[config.mk]
export PLATFORM = sky130hd
export DESIGN_NAME = alu_issue
export DESIGN_NICKNAME = d
export VERILOG_FILES = /design/src/rtl/alu_issue.sv
export SDC_FILE = /design/constraint.sdc
export NUM_CORES = 1
export LEC_CHECK = 0
export ABC_AREA = 1
export BUFFER_PORTS_ARGS = -buffer_cell sky130_fd_sc_hd__buf_2
export CAP_MARGIN = 30
export CORE_MARGIN = 10
export CORE_UTILIZATION = 59
export CTS_CLUSTER_DIAMETER = 50
export DETAILED_ROUTE_END_ITERATION = 8
export GPL_TIMING_DRIVEN = 1
export PLACE_DENSITY = 0.78
export SLEW_MARGIN = 15
export SYNTH_ARGS = -nofsm -noshare
export SYNTH_HDL_FRONTEND = slang
export SYNTH_SLANG_ARGS = --single-unit
[constraint.sdc]
create_clock -name clk -period 1.8 [get_ports clk]
set_input_delay 0.09 -clock clk [delete_from_list [all_inputs] [get_ports clk]]
set_output_delay 0.09 -clock clk [all_outputs]
set_load 0.05 [all_outputs]
[src/rtl/alu_issue.sv]
// alu_issue: sequences one register-to-register instruction through an
// external combinational ALU and retires the result into an internal
// 8-entry register file.
//
// state | meaning
// ------+---------------------------------------------------------------
// IDLE  | ready for an instruction; instr_ready high
// READ  | operands read from the register file and driven to the ALU
// EXEC  | ALU lines valid; the result and flags are captured at the closing edge
// WB    | done high; the low half is written to R[rd] unless the instruction faulted
module alu_issue #(
   parameter int WIDTH = 8
) (
   input  logic               clk,
   input  logic               rst_n,
   input  logic               instr_valid,
   output logic               instr_ready,
   input  logic [3:0]         instr_op,
   input  logic [2:0]         instr_rd,
   input  logic [2:0]         instr_rs1,
   input  logic [2:0]         instr_rs2,
   input  logic               ld_en,
   input  logic [2:0]         ld_addr,
   input  logic [WIDTH-1:0]   ld_data,
   input  logic [2:0]         rd_addr,
   output logic [WIDTH-1:0]   rd_data,
   output logic [WIDTH-1:0]   alu_in1,
   output logic [WIDTH-1:0]   alu_in2,
   output logic [3:0]         alu_op,
   output logic               alu_nvalid_data,
   input  logic [2*WIDTH-1:0] alu_out,
   input  logic               alu_error,
   output logic               done,
   output logic [WIDTH-1:0]   hi,
   output logic               flag_zero,
   output logic               flag_error
);

   typedef enum logic [1:0] {
      IDLE = 2'd0,
      READ = 2'd1,
      EXEC = 2'd2,
      WB   = 2'd3
   } state_t;

   state_t             state_q;
   state_t             state_d;
   logic [3:0]         op_q;
   logic [2:0]         rd_q;
   logic [2:0]         rs1_q;
   logic [2:0]         rs2_q;
   logic [WIDTH-1:0]   regs [8];
   logic [WIDTH-1:0]   res_lo_q;
   logic               fault_q;
   logic               fault;
   logic               accept;
   logic [2*WIDTH-1:0] res_capt;

   assign accept  = instr_valid && instr_ready;
   assign rd_data = regs[rd_addr];

   // Fault and captured result. alu_error only matters for divide, since the
   // ALU also raises it for a zero second operand on the other ops.
   always_comb begin
      fault    = ((op_q == 4'd3) && (alu_error || (alu_in2 == '0))) || (op_q > 4'd3);
      res_capt = (op_q > 4'd3) ? '0 : alu_out;
   end

   // State register.
   always_ff @(posedge clk or negedge rst_n) begin
      if (!rst_n) state_q <= IDLE;
      else        state_q <= state_d;
   end

   // Next-state and handshake decode.
   always_comb begin
      state_d     = state_q;
      instr_ready = 1'b0;
      case (state_q)
         IDLE: begin
            instr_ready = 1'b1;
            if (instr_valid) state_d = READ;
         end
         READ:    state_d = EXEC;
         EXEC:    state_d = WB;
         WB:      state_d = IDLE;
         default: state_d = IDLE;
      endcase
   end

   // Instruction latch, ALU drive and result capture.
   always_ff @(posedge clk or negedge rst_n) begin
      if (!rst_n) begin
         op_q            <= '0;
         rd_q            <= '0;
         rs1_q           <= '0;
         rs2_q           <= '0;
         alu_in1         <= '0;
         alu_in2         <= '0;
         alu_op          <= '0;
         alu_nvalid_data <= 1'b0;
         res_lo_q        <= '0;
         fault_q         <= 1'b0;
         done            <= 1'b0;
         hi              <= '0;
         flag_zero       <= 1'b0;
         flag_error      <= 1'b0;
      end else begin
         if (accept) begin
            op_q  <= instr_op;
            rd_q  <= instr_rd;
            rs1_q <= instr_rs1;
            rs2_q <= instr_rs2;
         end
         if (state_q == READ) begin
            alu_in1         <= regs[rs1_q];
            alu_in2         <= regs[rs2_q];
            alu_op          <= op_q;
            alu_nvalid_data <= 1'b1;
         end
         if (state_q == EXEC) begin
            res_lo_q        <= res_capt[WIDTH-1:0];
            hi              <= res_capt[2*WIDTH-1:WIDTH];
            flag_zero       <= (res_capt == '0);
            flag_error      <= fault;
            fault_q         <= fault;
            done            <= 1'b1;
            alu_nvalid_data <= 1'b0;
         end
         if (state_q == WB) done <= 1'b0;
      end
   end

   // Register file; the writeback is the later assignment so it beats a
   // preload to the same index on the same edge.
   always_ff @(posedge clk or negedge rst_n) begin
      if (!rst_n) begin
         for (int i = 0; i < 8; i++) regs[i] <= '0;
      end else begin
         if (ld_en) regs[ld_addr] <= ld_data;
         if ((state_q == WB) && !fault_q) regs[rd_q] <= res_lo_q;
      end
   end

endmodule

; ---- After elaboration in Yosys (flattened, before gate mapping)
; Cells that the tools add are included.
[classes]
n_lt_le_gt_ge = 8
n_eq_ne = 5
n_mux = 25
bitwise = 5
n_reduce_logical = 13
[op_table]
columns = cell, count
row1 = 64-bit bitwise mux, 2
row2 = 64-bit 2-to-1 mux, 2
row3 = 8-bit binary-select mux with 3-bit select, 3
row4 = 8-bit 2-to-1 mux, 8
row5 = 8-bit demux with 3-bit select, 2
row6 = "4-bit greater-or-equal comparator, second input constant", 5
row7 = 3-bit NOT with 4-bit output, 5
row8 = 16-bit logical NOT, 1
row9 = 16-bit 2-to-1 mux, 1
row10 = 8-bit logical NOT, 1
row11 = "4-bit by 1-bit < comparator with 1-bit output, second input constant", 2
row12 = 2-bit case mux with 4 select lines, 1
row13 = 1-bit logical AND, 5
row14 = 1-bit 2-to-1 mux, 5
row15 = "2-bit equality test, second input constant", 2
row16 = "4-bit by 2-bit equality test with 1-bit output, second input constant", 1
row17 = "4-bit by 2-bit > comparator with 1-bit output, second input constant", 1
row18 = 2-bit nonzero test, 2
row19 = "2-bit by 1-bit equality test with 1-bit output, second input constant", 1
row20 = 2-bit logical NOT, 1
row21 = 1-bit logical OR, 2
row22 = 2-bit 2-to-1 mux, 1
row23 = "2-bit != test, second input constant", 1
row24 = 1-bit logical NOT, 1
[word_totals]
reg_bits = 119
input_bits = 48
elab_cells = 78

; ---- Depth between registers and ports, before layout
[logic_depth]
depth_word = 9
depth_mapped = 8

; ---- Worst setup path before layout
; No wires, ideal clock.
[synth_path]
path_type = reg-to-reg
startpoint = register state_q[0]
endpoint = register op_q[2]
setup_time_ns = 0.133
arrival_ns = 1.578
slack_ns = 0.089
path_stages_with_launch = 7
path_buffers = 1
cell_sequence = dfrtp_1 inv_1 ha_1 nand2_1 clkbuf_1 nor2_1 a21oi_1
[synth_between]
elab_chain_len = 3
[synth_lines]
columns = item, line
row1 = start: declaration, 46  ; state_t state_q;
row2 = start signal: assignment, 72  ; else state_q <= state_d;
row3 = 2-bit logical NOT, 79  ; case (state_q)
row4 = 1-bit 2-to-1 mux, 79
row5 = via instr_ready, 17  ; output logic instr_ready,
row6 = 1-bit logical AND, 59  ; assign accept = instr_valid && instr_ready;
row7 = end signal: assignment, 110  ; op_q <= instr_op;
row8 = end: declaration, 48  ; logic [3:0] op_q;
; The timed path passes the listed nets, and every way through them passes these cells.
; A chain may end at the register's enable or synchronous reset.

; ---- Worst setup path after layout
[layout_path]
startpoint = register regs[34] (netlist name)
endpoint = output rd_data[2]
[layout_between]
elab_chain_len = 3
[layout_lines]
columns = item, line
row1 = start: declaration, 52  ; logic [WIDTH-1:0] regs [8];
row2 = start signal: indexed assignment, 140  ; if (ld_en) regs[ld_addr] <= ld_data;
row3 = start signal: indexed assignment, 141  ; if ((state_q == WB) && !fault_q) regs[rd_q] <= res_lo_q;
row4 = 8-bit binary-select mux with 3-bit select, 60  ; assign rd_data = regs[rd_addr];
row5 = 8-bit 2-to-1 mux (not written as such) (2 in series), 60
row6 = end: declaration, 26  ; output logic [WIDTH-1:0] rd_data,
; No other way between the ends. The select of a mux whose other input is x is not followed.

==> impl_metrics.ini <==
[grt]
grt_pass1_vias = 6859
grt_pass1_wl_mm = 37.04
globalRouteTotalUtil_pct = 28.66
grt_antenna_before_repair = 0
grt-ovfl-total = 0
grt_max_degree = 43

[job]
max-cap-violations = 0

[placement]
gp_congestion = 0.9610
port_buffers = 88
dp_hpwl_mm = 16.24
dpl.cell_count = 1156
placed_area_sq_mm = 0.007537

[cts]
clkSinkCount = 119
clock_latency_ns = 0.42
cts_tree = built
clockRootBuffer = clkbuf_16
post_cts.repair.setup_buffers = 0
numCtsBuffers = 17
h-tree-depth = 4
clkTransAtPathRegs_ns = 0.05
clk_path_buf_depth = 2

[die]
fp.dieArea_sq_mm = 0.01671
pin_count = 89
die_w_microns = 129.3
initial_utilization_pct = 60.92
die_y_microns = 129.3
rows = 39
core_area_sq_mm = 0.01156

[setup_path]
path_class = reg2out
cp_slowest_stage_delay_ns = 0.37
reg2reg_slack_ns = 0.13
end_kind = primary output
crit_chain = inv_1, nand2_1, o211ai_1, nand3_1, o21a_1, buf_2
critPathLaunchType = register
cp_slowest_cell = dfrtp_1
worstPathArrival_ns = 1.65
cp_max_fo = 4
cp.required_ns = 1.71

[pwr]
switching_power_w = 0.007317
p_clk_share_pct = 21.1
p_comb_share_pct = 49.8
power_w = 0.01515
power_density_mw_per_mm2 = 1804
ir_worst_vdd_v = 0.001365
power.leakage_nw = 4.074
switching_share_pct = 48.31
share_seq_of_total_power_pct = 29.1
internal_power_w = 0.007829

[timing]
hold_viol = 0
period_needed_ns = 1.741
max_freq_mhz = 574.5
rsz0062_at_grt = true
fin_setup_tns_ns = 0
hold_ws_ns = 0.04668
setup_violations = 0
fin_worst_skew_ns = 0.009422
fin_crit_sh_pct = 96.69
slew_viol_final = 0
slew_headroom_pct = 60.59
tightestPinTransition_ns = 0.5905

[logic_synthesis]
ys_ff_latch = 119
async_flop_share_pct = 100.0
yosys_most_used_dff = dfrtp_1
synth-edff-count = 0
synth_cells = 971
syn-num-nets = 1024
avgSynthCellArea_sq_um = 7.256
synth_area_leaders = dfrtp_1 42%, nand2_1 14%, nand3_1 9.0%
ys_types = 26
yosysTopAreaCellShare_pct = 42.27
syn_area_sq_mm = 0.007046
ys_seq_area_share_pct = 42.27
ys_warn_count = 0
synth_top_area_cell = dfrtp_1

[finish]
fin_nets = 1115
drive_gt1_share_pct = 14.88
area_delta_synth_final_pct = 19.18
nFillCells = 946
final_area_sq_mm = 0.008397
stdcell_count = 1219

[status]
run_status = completed

[routing]
drt-pass1-iter-count = 6
route.detailed.wl_per_inst_microns = 19.50
drc = 0
dr_total_vias = 7322
drt-initial-drc-count = 941
wirelength_mm = 23.77
ant_nets = 0
viasPerCell = 6.007

[hold_path]
hold_class = in2reg
[cells by family after synthesis]
family	Yosys count	synth area share (%)
simple gates	449	27.01
buf+inv	163	9.785
fa+ha+maj	5	0.8879
mux	2	0.3196
compound gates	233	19.73
flops	119	42.27
[routing by layer]
| layer | vias up | GRT usage (%) | part of all wire [%] |
|---|---|---|---|
| met5 | - | 0 | 0 |
| met3 | 84 | 6.892 | 9.9 |
| met1 | 3372 | 34.99 | 38 |
| li1 | 3432 | - | - |
| met4 | 0 | 16.79 | 5.3 |
| met2 | 434 | 45.53 | 47 |
[layout make-up]
type	instances	area (sq um)	area share, %
Clock inverter	10	77.57	0.9239
Multi-Input combinational cell	689	3383	40.29
Tap cell	143	178.9	2.131
Clock buffer	22	474.2	5.647
Sequential cell	119	2978	35.46
Antenna cell	1	2.502	0.02980
Inverter	95	356.6	4.247
Timing Repair Buffer	140	945.9	11.27
[worst paths after layout]
check | end | start | depth (start not counted)
hold / removal | state_q[1]$_DFFE_PN0P_ | instr_valid | 4
max in group asynchronous | regs[33]$_DFF_PN0_ | rst_n | 3
setup reg to reg | regs[47]$_DFF_PN0_ | state_q[1]$_DFFE_PN0P_ | 6
min in group asynchronous | regs[10]$_DFF_PN0_ | rst_n | 2
setup / recovery | rd_data[2] | regs[34]$_DFF_PN0_ | 6
hold reg to reg | alu_op[1]$_DFFE_PN0N_ | alu_op[1]$_DFFE_PN0N_ | 2
[stage by stage]
stage / setup WS (ns) / util (%)
3_5_place_dp: 0.1409 / 65.17
4_1_cts: 0.04143 / 72.54
2_1_floorplan: 0.08880 / -
3_3_place_gp: 0.2020 / 65.17
5_1_grt: -0.07118 / 72.58
6_report: 0.05950 / 72.61
[sequential cells by signal, summed over array words and instances (netlist names)]
signal,flops
rd_q,3
op_q,4
res_lo_q,8
alu_in2,8
alu_op,4
done,1
alu_in1,8
state_q,2
fault_q,1
alu_nvalid_data,1
rs2_q,3
regs,64
flag_zero,1
hi,8
rs1_q,3
[synthesized netlist by cell type (8+ instances only)]
library cell / number
nand2_1: 265
nand3_1: 126
dfrtp_1: 119
o21ai_0: 92
inv_1: 87
o211ai_1: 77
a21oi_1: 35
nor2_1: 34
buf_2: 32
clkbuf_1: 29
o21ai_1: 10
nor3_1: 9
nand2_2: 8
o22ai_1: 8
[cells in the final DEF, fill, tap and decap left out]
master	instances
nand2_1	263
nand3_1	126
dfrtp_1	119
o21ai_0	92
buf_2	87
inv_1	86
o211ai_1	77
a21oi_1	35
nor2_1	34
dlygate4sd3_1	30
buf_4	20
clkbuf_16	17
nand2_2	10
o21ai_1	10
nor3_1	9
o22ai_1	8
clkinv_2	8
o21a_1	6
inv_2	5
a31oi_1	5
ha_1	5
clkinv_1	4
and2_1	3
clkbuf_8	3
buf_12	3
nor2_4	2
mux2_2	2
clkbuf_1	2
diode_2	1
nor2_2	1
nand3b_1	1
clkinvlp_4	1
bufinv_16	1
[worst max-delay path: cells and delay by family, from the launching register on]
family          cells  cell delay [ns]
flops               1             0.37
buf+inv             2             0.46
simple gates        2             0.19
compound gates      2             0.22
[power groups by stage]
stage               Combinational [W]  Sequential (W)  Clock, W
floorplan                     0.00418         0.00544         0
global placement              0.00723         0.00439         0
detailed placement            0.00733         0.00441         0
CTS                           0.00743         0.00438   0.00319
global route                  0.00818         0.00453   0.00331
finish                        0.00755         0.00441   0.00319
[what timing repair did]
item                       4_1_cts  5_1_grt
hold buffers                    30        0
setup endpoints to repair        0       37
hold endpoints to repair       132        0
resized for setup                0        3
Note: power is estimated with default switching activity, not from simulation.
